==> config.mk <==
export PLATFORM = sky130hd
export DESIGN_NAME = instr_sequencer_flat
export DESIGN_NICKNAME = d
export VERILOG_FILES = /design/src/rtl/seq_pkg.sv /design/src/rtl/instr_sequencer_if.sv /design/src/rtl/instr_decode.sv /design/src/rtl/instr_sequencer.sv /design/src/flat_wrapper.sv
export SDC_FILE = /design/constraint.sdc
export NUM_CORES = 1
export LEC_CHECK = 0
export ABC_CLOCK_PERIOD_IN_PS = 2600
export CAP_MARGIN = 20
export CELL_PAD_IN_SITES_DETAIL_PLACEMENT = 1
export CELL_PAD_IN_SITES_GLOBAL_PLACEMENT = 1
export CORE_UTILIZATION = 32
export CTS_CLUSTER_SIZE = 12
export DETAILED_ROUTE_END_ITERATION = 8
export PLACE_DENSITY = 0.87
export RECOVER_POWER = 100
export SLEW_MARGIN = 20
export SYNTH_ARGS = -nofsm -noshare
export SYNTH_HDL_FRONTEND = slang
export SYNTH_SLANG_ARGS = --single-unit
==> constraint.sdc <==
create_clock -name MainClock -period 2.6 [get_ports MainClock]
set_input_delay 0.39 -clock MainClock [delete_from_list [all_inputs] [get_ports MainClock]]
set_output_delay 0.39 -clock MainClock [all_outputs]
set_load 0.005 [all_outputs]
==> src/rtl/seq_pkg.sv <==
// Shared widths, opcodes, state encoding and control payload for the instruction sequencer.
package seq_pkg;

    localparam int unsigned PC_W    = 3;
    localparam int unsigned DATA_W  = 4;
    localparam int unsigned OPC_W   = 4;
    localparam int unsigned INSTR_W = 8;

    // Instruction layout: {opcode, operand}
    localparam int unsigned OPC_MSB = 7;
    localparam int unsigned OPC_LSB = 4;

    localparam logic [OPC_W-1:0] OP_NOP = 4'h0;
    localparam logic [OPC_W-1:0] OP_ADD = 4'h1;
    localparam logic [OPC_W-1:0] OP_SUB = 4'h2;
    localparam logic [OPC_W-1:0] OP_OUT = 4'h3;
    localparam logic [OPC_W-1:0] OP_IN  = 4'h4;
    localparam logic [OPC_W-1:0] OP_LDB = 4'h5;
    localparam logic [OPC_W-1:0] OP_LDA = 4'h6;
    localparam logic [OPC_W-1:0] OP_JMP = 4'h7;
    localparam logic [OPC_W-1:0] OP_JZ  = 4'h8;
    localparam logic [OPC_W-1:0] OP_HLT = 4'hF;

    typedef enum logic [2:0] {
        ST_IDLE    = 3'd0,
        ST_FETCH   = 3'd1,
        ST_LATCH   = 3'd2,
        ST_EXEC    = 3'd3,
        ST_WAIT_IN = 3'd4,
        ST_HALT    = 3'd5
    } state_e;

    typedef enum logic [1:0] {
        PC_HOLD = 2'd0,
        PC_INC  = 2'd1,
        PC_JUMP = 2'd2
    } pc_sel_e;

    // Bus-driver enables and register strobes toward the datapath.
    typedef struct packed {
        logic bus_in_en;
        logic bus_alu_en;
        logic bus_acc_en;
        logic bus_imm_en;
        logic a_load;
        logic b_load;
        logic out_load;
        logic alu_sub;
    } ctrl_t;

    function automatic logic [OPC_W-1:0] opcode_of(input logic [INSTR_W-1:0] instr);
        return instr[OPC_MSB:OPC_LSB];
    endfunction

endpackage

==> src/rtl/instr_sequencer_if.sv <==
// Sequencer <-> memory/datapath/front-panel signal bundle.
interface instr_sequencer_if;
    import seq_pkg::*;

    logic                run;
    logic                step;
    logic [PC_W-1:0]     mem_addr;
    logic                mem_rd;
    logic [INSTR_W-1:0]  mem_rdata;
    logic                in_valid;
    logic                in_ready;
    logic                bus_in_en;
    logic                bus_alu_en;
    logic                bus_acc_en;
    logic                bus_imm_en;
    logic [DATA_W-1:0]   imm;
    logic                a_load;
    logic                b_load;
    logic                out_load;
    logic                alu_sub;
    logic                acc_zero;
    logic                halted;
    logic [PC_W-1:0]     pc;

    // Sequencer side
    modport master (
        input  run, step, mem_rdata, in_valid, acc_zero,
        output mem_addr, mem_rd, in_ready, bus_in_en, bus_alu_en, bus_acc_en,
               bus_imm_en, imm, a_load, b_load, out_load, alu_sub, halted, pc
    );

    // Memory / datapath / panel side
    modport slave (
        output run, step, mem_rdata, in_valid, acc_zero,
        input  mem_addr, mem_rd, in_ready, bus_in_en, bus_alu_en, bus_acc_en,
               bus_imm_en, imm, a_load, b_load, out_load, alu_sub, halted, pc
    );

endinterface

==> src/rtl/instr_decode.sv <==
// Combinational decode of state + opcode into datapath controls and pc update select.
module instr_decode
    import seq_pkg::*;
(
    input  state_e           state,
    input  logic [OPC_W-1:0] opcode,
    input  logic             acc_zero,
    input  logic             in_valid,
    output ctrl_t            ctrl_c,
    output logic             mem_rd_c,
    output logic             in_ready_c,
    output logic             halted_c,
    output pc_sel_e          pc_sel_c
);

    // Strobes are pure functions of the current state, so each lasts exactly one cycle.
    always_comb begin
        ctrl_c     = '0;
        mem_rd_c   = 1'b0;
        in_ready_c = 1'b0;
        halted_c   = 1'b0;
        pc_sel_c   = PC_HOLD;
        case (state)
            ST_FETCH: mem_rd_c = 1'b1;
            ST_LATCH: pc_sel_c = PC_INC;
            ST_EXEC: begin
                case (opcode)
                    OP_NOP: ;
                    OP_ADD: begin
                        ctrl_c.bus_alu_en = 1'b1;
                        ctrl_c.a_load     = 1'b1;
                    end
                    OP_SUB: begin
                        ctrl_c.bus_alu_en = 1'b1;
                        ctrl_c.a_load     = 1'b1;
                        ctrl_c.alu_sub    = 1'b1;
                    end
                    OP_OUT: begin
                        ctrl_c.bus_acc_en = 1'b1;
                        ctrl_c.out_load   = 1'b1;
                    end
                    OP_LDB: begin
                        ctrl_c.bus_imm_en = 1'b1;
                        ctrl_c.b_load     = 1'b1;
                    end
                    OP_LDA: begin
                        ctrl_c.bus_imm_en = 1'b1;
                        ctrl_c.a_load     = 1'b1;
                    end
                    OP_JMP: pc_sel_c = PC_JUMP;
                    OP_JZ:  pc_sel_c = acc_zero ? PC_JUMP : PC_HOLD;
                    // HLT is reported as executed already in its EXEC cycle
                    OP_HLT: halted_c = 1'b1;
                    default: ;
                endcase
            end
            ST_WAIT_IN: begin
                in_ready_c = 1'b1;
                if (in_valid) begin
                    ctrl_c.bus_in_en = 1'b1;
                    ctrl_c.a_load    = 1'b1;
                end
            end
            ST_HALT: halted_c = 1'b1;
            default: ;
        endcase
    end

endmodule

==> src/rtl/instr_sequencer.sv <==
// Control FSM for the 4-bit accumulator CPU: fetch/latch/exec, run/step/halt and IN handshake.
module instr_sequencer
    import seq_pkg::*;
(
    input  logic                  MainClock,
    input  logic                  MainClear,
    instr_sequencer_if.master     sif
);

    state_e               state_q;
    state_e               state_d;
    logic [PC_W-1:0]      pc_q;
    logic [PC_W-1:0]      pc_d;
    logic [INSTR_W-1:0]   ir_q;
    logic [OPC_W-1:0]     opcode;
    ctrl_t                ctrl;
    logic                 mem_rd;
    logic                 in_ready;
    logic                 halted;
    pc_sel_e              pc_sel;

    assign opcode = opcode_of(ir_q);

    instr_decode u_decode (
        .state      (state_q),
        .opcode     (opcode),
        .acc_zero   (sif.acc_zero),
        .in_valid   (sif.in_valid),
        .ctrl_c     (ctrl),
        .mem_rd_c   (mem_rd),
        .in_ready_c (in_ready),
        .halted_c   (halted),
        .pc_sel_c   (pc_sel)
    );

    // State register; clear wins over everything, including WAIT_IN and HALT.
    always_ff @(posedge MainClock) begin
        if (MainClear) begin
            state_q <= ST_IDLE;
        end else begin
            state_q <= state_d;
        end
    end

    // Next-state logic: after an instruction, continue only while run is held.
    always_comb begin
        state_d = state_q;
        case (state_q)
            ST_IDLE:    if (sif.run || sif.step) state_d = ST_FETCH;
            ST_FETCH:   state_d = ST_LATCH;
            ST_LATCH:   state_d = ST_EXEC;
            ST_EXEC: begin
                if (opcode == OP_IN) begin
                    state_d = ST_WAIT_IN;
                end else if (opcode == OP_HLT) begin
                    state_d = ST_HALT;
                end else begin
                    state_d = sif.run ? ST_FETCH : ST_IDLE;
                end
            end
            ST_WAIT_IN: if (sif.in_valid) state_d = sif.run ? ST_FETCH : ST_IDLE;
            ST_HALT:    state_d = ST_HALT;
            default:    state_d = ST_IDLE;
        endcase
    end

    // Program counter update: increment in LATCH wraps modulo 8; jumps take the operand low bits.
    always_comb begin
        pc_d = pc_q;
        case (pc_sel)
            PC_INC:  pc_d = PC_W'(pc_q + PC_W'(1));
            PC_JUMP: pc_d = ir_q[PC_W-1:0];
            default: pc_d = pc_q;
        endcase
    end

    // pc and instruction register.
    always_ff @(posedge MainClock) begin
        if (MainClear) begin
            pc_q <= '0;
            ir_q <= '0;
        end else begin
            pc_q <= pc_d;
            if (state_q == ST_LATCH) begin
                ir_q <= sif.mem_rdata;
            end
        end
    end

    assign sif.mem_addr   = pc_q;
    assign sif.mem_rd     = mem_rd;
    assign sif.in_ready   = in_ready;
    assign sif.bus_in_en  = ctrl.bus_in_en;
    assign sif.bus_alu_en = ctrl.bus_alu_en;
    assign sif.bus_acc_en = ctrl.bus_acc_en;
    assign sif.bus_imm_en = ctrl.bus_imm_en;
    assign sif.imm        = ir_q[DATA_W-1:0];
    assign sif.a_load     = ctrl.a_load;
    assign sif.b_load     = ctrl.b_load;
    assign sif.out_load   = ctrl.out_load;
    assign sif.alu_sub    = ctrl.alu_sub;
    assign sif.halted     = halted;
    assign sif.pc         = pc_q;

endmodule

==> src/flat_wrapper.sv <==
// flat-port wrapper written by rule: the top's interface ports become plain ports
module instr_sequencer_flat import seq_pkg::*;
  (MainClock, MainClear, sif_run, sif_step, sif_mem_rdata, sif_in_valid, sif_acc_zero, sif_mem_addr, sif_mem_rd, sif_in_ready, sif_bus_in_en, sif_bus_alu_en, sif_bus_acc_en, sif_bus_imm_en, sif_imm, sif_a_load, sif_b_load, sif_out_load, sif_alu_sub, sif_halted, sif_pc);
  instr_sequencer_if sif_i ();
  input  logic MainClock;
  input  logic MainClear;
  input wire logic [$bits(sif_i.run)-1:0] sif_run;
  input wire logic [$bits(sif_i.step)-1:0] sif_step;
  input wire logic [$bits(sif_i.mem_rdata)-1:0] sif_mem_rdata;
  input wire logic [$bits(sif_i.in_valid)-1:0] sif_in_valid;
  input wire logic [$bits(sif_i.acc_zero)-1:0] sif_acc_zero;
  output wire logic [$bits(sif_i.mem_addr)-1:0] sif_mem_addr;
  output wire logic [$bits(sif_i.mem_rd)-1:0] sif_mem_rd;
  output wire logic [$bits(sif_i.in_ready)-1:0] sif_in_ready;
  output wire logic [$bits(sif_i.bus_in_en)-1:0] sif_bus_in_en;
  output wire logic [$bits(sif_i.bus_alu_en)-1:0] sif_bus_alu_en;
  output wire logic [$bits(sif_i.bus_acc_en)-1:0] sif_bus_acc_en;
  output wire logic [$bits(sif_i.bus_imm_en)-1:0] sif_bus_imm_en;
  output wire logic [$bits(sif_i.imm)-1:0] sif_imm;
  output wire logic [$bits(sif_i.a_load)-1:0] sif_a_load;
  output wire logic [$bits(sif_i.b_load)-1:0] sif_b_load;
  output wire logic [$bits(sif_i.out_load)-1:0] sif_out_load;
  output wire logic [$bits(sif_i.alu_sub)-1:0] sif_alu_sub;
  output wire logic [$bits(sif_i.halted)-1:0] sif_halted;
  output wire logic [$bits(sif_i.pc)-1:0] sif_pc;
  assign sif_i.run = sif_run;
  assign sif_i.step = sif_step;
  assign sif_i.mem_rdata = sif_mem_rdata;
  assign sif_i.in_valid = sif_in_valid;
  assign sif_i.acc_zero = sif_acc_zero;
  assign sif_mem_addr = sif_i.mem_addr;
  assign sif_mem_rd = sif_i.mem_rd;
  assign sif_in_ready = sif_i.in_ready;
  assign sif_bus_in_en = sif_i.bus_in_en;
  assign sif_bus_alu_en = sif_i.bus_alu_en;
  assign sif_bus_acc_en = sif_i.bus_acc_en;
  assign sif_bus_imm_en = sif_i.bus_imm_en;
  assign sif_imm = sif_i.imm;
  assign sif_a_load = sif_i.a_load;
  assign sif_b_load = sif_i.b_load;
  assign sif_out_load = sif_i.out_load;
  assign sif_alu_sub = sif_i.alu_sub;
  assign sif_halted = sif_i.halted;
  assign sif_pc = sif_i.pc;
  instr_sequencer u_core (.MainClock(MainClock), .MainClear(MainClear), .sif(sif_i));
endmodule
# Yosys cells after proc, flatten, opt, wreduce, memory -nomap -nowiden
# Index checks and enable logic that the tools add are counted.
# word_totals
word_cells,54
in_bits,14
output_inout_bits,21
ff_bits,14
# op_classes
n_reduce_logical,7
n_addsub,1
n_eq_ne,18
mux,25
# op_table
operator,n
3-bit 2-to-1 mux,6
3-bit case mux with 6 select lines,1
"4-bit by 3-bit == test with 1-bit output, second input constant",4
1-bit 2-to-1 mux,12
"4-bit by 2-bit == test with 1-bit output, second input constant",2
"4-bit == test, second input constant",2
2-bit case mux with 2 select lines,2
"3-bit by 2-bit == test with 1-bit output, second input constant",2
"3-bit == test, second input constant",2
3-bit case mux with 2 select lines,1
"4-bit by 1-bit == test with 1-bit output, second input constant",1
1-bit case mux with 2 select lines,2
2-bit OR reduction,2
"3-bit by 1-bit adder with 3-bit output, second input constant",1
"3-bit by 1-bit == test with 1-bit output, second input constant",1
3-bit zero test,1
3-bit OR reduction,1
"2-bit by 1-bit == test with 1-bit output, second input constant",1
"2-bit == test, second input constant",1
2-bit 2-to-1 mux,1
"2-bit by 1-bit != test with 1-bit output, second input constant",1
"2-bit != test, second input constant",1
2-bit AND reduction,1
2-bit nonzero test,1
1-bit logical OR,1

# Logic depth before layout (Yosys ltp)
# depth
word_depth,5
mapped_depth,8

# Cells and area by module
# A second synthesis with hierarchy kept.
# unflattened
hier_cells,103
area_unflattened_um2,919.6
# by_module_without_submodules
module,instances,area_per_inst_um2,cells_each,seq_area_each_um2
instr_sequencer,1,726.9,78,280.3
instr_decode,1,192.7,25,0.0

# Worst setup path after synthesis
# OpenSTA, ideal clock, no wires.
# synth_timing
path_kind,flip-flop to flip-flop
startpoint,reg u_core.state_q[0]
endpoint,"reg u_core.pc_q[1], in the netlist u_core.sif.mem_addr[1]"
period_less_slack_ps,1624
stages_incl_launch_ff,9
path_slack_ps,976
required_ps,2468
setup_time_ps,132
t_arrival_ps,1492
path_cell_list,dfxtp_1 -> buf_2 -> nor3b_1 -> buf_4 -> inv_1 -> ha_1 -> mux2_2 -> nand2_1 -> a21oi_1
# synth_via
elab_chain_cells,4
# synth_rtl
element,line_no,rtl
"start, declared",instr_sequencer.sv:10,state_e state_q;
"start signal, assigned",instr_sequencer.sv:41,state_q <= state_d;
3-bit by 2-bit == test with 1-bit output,instr_decode.sv:23,case (state)
2-bit case mux with 2 select lines (*),instr_decode.sv:23,
2-bit == test or 2-bit by 1-bit == test with 1-bit output (tied branches),instr_sequencer.sv:70,case (pc_sel)
3-bit case mux with 2 select lines or 2-bit nonzero test (tied branches),n/a,
"end signal, assigned",instr_sequencer.sv:83,pc_q <= pc_d;
"end, declared",instr_sequencer.sv:12,logic [PC_W-1:0] pc_q;
# Every way passes the cells marked *; elsewhere a longest branch is shown, timed or not.
# A chain may end at the register's enable or synchronous reset.

# Worst setup path after layout
# layout_timing
startpoint,reg u_core.ir_q[5]
endpoint,out sif_halted
# layout_via
elab_chain_cells,3
# layout_rtl
element,line_no,rtl
"start, declared",instr_sequencer.sv:14,logic [INSTR_W-1:0] ir_q;
"start signal, assigned",instr_sequencer.sv:85,ir_q <= sif.mem_rdata;
4-bit == test,instr_decode.sv:27,case (opcode)
1-bit 2-to-1 mux,instr_decode.sv:27,
1-bit case mux with 2 select lines,instr_decode.sv:23,
"end, declared",flat_wrapper.sv:24,output wire logic [$bits(sif_i.halted)-1:0] sif_halted;
# No other way between the ends.

==> out/summary.txt <==
outcome - finished, final reports clean
post-synthesis async set-or-reset flop share - 0%
residual DRC count - 0
die width - 54.6 um
post-cts sizing count - 0
dominant cell type by area after synthesis - dfxtp_1
Cells after Synth - 108
Reg clk slew, reported paths - 80 ps
Starting Density - 34.8%
synthesized area - 885 sq um
Syn-to-layout area delta - 35.6%
max-slew violation count - 0
Syn Area/Cell - 8.19 sq um
Worst-Skew Late Latency - 280 ps
CTS root buf - clkbuf_4
H-tree levels - 1
final setup TNS - 0 ps
Antenna Cells - 0
Final Hold Vio Count - 0
WP data required - 2210 ps
largest net degree at the start of global routing - 15
Clk network pwr share - 28.7%
Initial DRC Count - 7
post-layout util - 47.1%
slowest cell delay on critical path - 580 ps
CP max FO - 9
Sink Count - 14
Seq/Total Area, Yosys - 31.7%
Sw Share - 26.9%
worst slew pin tran - 580 ps
main flop type after synthesis - dfxtp_1
GRT Residual Overflow - 0
Relative slew margins - 61.3%
unrepaired setup endpoints after global routing - false
number of I/O pins - 35
Post-synth EDFFs - 0
Yosys warning total - 0
Area contributors post-synth - dfxtp_1, mux2i_1, buf_4, nor2_1, ha_1
CTS tree - done
delay-heaviest family, CP - buffers and inverters
Setup Buffers After CTS - 0
LEAKAGE - 0.491 nW
IR drop worst, VDD - 314 uV
die area - 0.00298 sq mm
Hold Buf Count CTS - 0
Yosys reg bits - 14
Max Root-Sink Buffers - 2
HPWL Detailed - 1590 um
Mapped Nets - 124
Worst Setup End Kind - output pin
MaxCap Viol Count - 0
Die Y - 54.6 um
core area - 0.00254 sq mm
crit path max-delay cell type - dlygate4sd3_1
Netlist cell types - 36
vias in the first global route - 779
Psw - 0.000142 W
area share of the largest cell type after synthesis - 31.7%
data arrival time of the worst path - 2040 ps
1st-pass router iterations - 2
I/O Buffers - 34
final worst path period share - 93.6%
FMAX - 411 MHz
Final Skew - 7.43 ps
Internal Power - 0.000388 W
total number of vias - 790
HP Class - flop to flop
GRT Util Overall - 16.0%
Post-Route WL - 2020 um
CP cell instances - nand4_1, or3b_1, a21boi_1, dlygate4sd3_1
Num CTS Buffers - 3
FP Rows - 18
Comb pwr share - 23.0%
Final min period - 2430 ps
Net count, final - 149
first-pass GRT wire length - 3380 um
layout cells sized above 1 - 6.06%
Detail Route Antenna Nets - 0
routability cong. - 0.725
via/cell ratio - 4.88
Buf/Inv on CP - 1
final-report setup violation count - 0
crit path kind - flop to output pin
initial antenna violation count - 0
WL per Instance - 12.5 um
Pwr per Cell Area - 442 mW/mm^2
nature of the critical path startpoint - flop
Seq pwr share - 48.3%
==> logic make-up after synthesis <==
logic type               count (synthesis)  share of synthesized area (%)
AO/OA/AOI/OAI                           17                           13.0
XOR/XNOR                                 1                          0.990
adder cells (fa/ha/maj)                  2                           2.83
buffers and inverters                   19                           13.3
flip-flops                              14                           31.7
multiplexers                            10                           11.6
AND/OR/NAND/NOR                         45                           26.6
==> cells in the mapped netlist, drive strengths merged, types with 3 or more instances <==
| library cell | instances |
|---|---|
| nand2 | 6 |
| mux2i | 8 |
| nor3b | 3 |
| dfxtp | 14 |
| nor2 | 17 |
| buf | 14 |
| inv | 4 |
| nand2b | 4 |
| o21ai | 3 |
| a21oi | 5 |
==> layout make-up <==
cell class / instances / area (sq um)
repair buffers: 35 / 344
inverters: 4 / 15.0
fillers: 315 / 1350
clock buffers: 4 / 36.3
well taps: 30 / 37.5
multi-input cells: 75 / 487
flip-flops and latches: 14 / 280
==> through the flow <==
step / hold WS [ps] / power (W) / cell area (sq um) / setup slack (ps) / std cells
final: 496 / 0.000530 / 1200 / 167 / 162
after global routing: 542 / 0.000566 / 1200 / 60.8 / 162
after floorplan: 452 / 0.000343 / 885 / 976 / 108
after global placement: 479 / 0.000384 / 1170 / 526 / 158
after CTS: 510 / 0.000546 / 1200 / 206 / 162
after detailed placement: 489 / 0.000391 / 1170 / 519 / 158
==> state kept, by name, indices dropped and copies added, names as in the netlist <==
signal,cells
u_core.state_q,3
u_core.sif.mem_addr,3
u_core.ir_q,8
==> metal layers <==
layer / routed length [um] / up-vias / track usage (%)
li1: - / 410 / -
met5: 0 / - / 0
met4: 15 / 0 / 3.85
met3: 95 / 2 / 5.00
met1: 863 / 360 / 19.1
met2: 1050 / 18 / 27.6
==> cells in the final DEF (no fill, tap or decap), types with 2 or more instances in the layout <==
cell type	synthesis	final
nor3b_1	3	3
mux2_2	2	2
dfxtp_1	14	14
nor3_1	2	2
inv_1	4	4
dlygate4sd3_1	0	22
a21oi_1	4	4
ha_1	2	2
o21ai_0	3	3
nand2b_1	4	4
nand2_1	6	6
and2_1	2	2
nand3_1	2	2
clkdlybuf4s50_1	0	12
mux2i_1	8	8
nand4_1	2	2
clkbuf_4	0	3
nor2_1	17	17
o21bai_1	2	2
==> path summary, 6_finish.rpt <==
| check | startpoint | end | slack (ps) | depth (start not counted) |
|---|---|---|---|---|
| worst max-delay path | u_core.ir_q[5] | sif_halted | 170 | 4 |
| worst min-delay path | u_core.ir_q[3] | u_core.ir_q[3] | 500 | 2 |
| worst min register to register | u_core.ir_q[3] | u_core.ir_q[3] | 500 | 2 |
| worst max register to register | u_core.state_q[1] | u_core.sif.mem_addr[0] | 420 | 7 |
==> worst reg2reg max path: cells and delay by family (launching register included) <==
family,cells,cell delay [ps]
AO/OA/AOI/OAI,2,220
adder cells (fa/ha/maj),1,380
buffers and inverters,2,580
flip-flops,1,510
AND/OR/NAND/NOR,2,420
==> power by group through the flow <==
stage | sequential (W) | combinational [W] | clock [W]
3_5_place_dp | 0.000262 | 0.000130 | 0
4_1_cts | 0.000256 | 0.000131 | 0.000159
2_1_floorplan | 0.000244 | 0.0000987 | 0
6_report | 0.000256 | 0.000122 | 0.000152
3_3_place_gp | 0.000260 | 0.000125 | 0
5_1_grt | 0.000260 | 0.000137 | 0.000168
No activity file was read; power rests on OpenSTA's default activity.
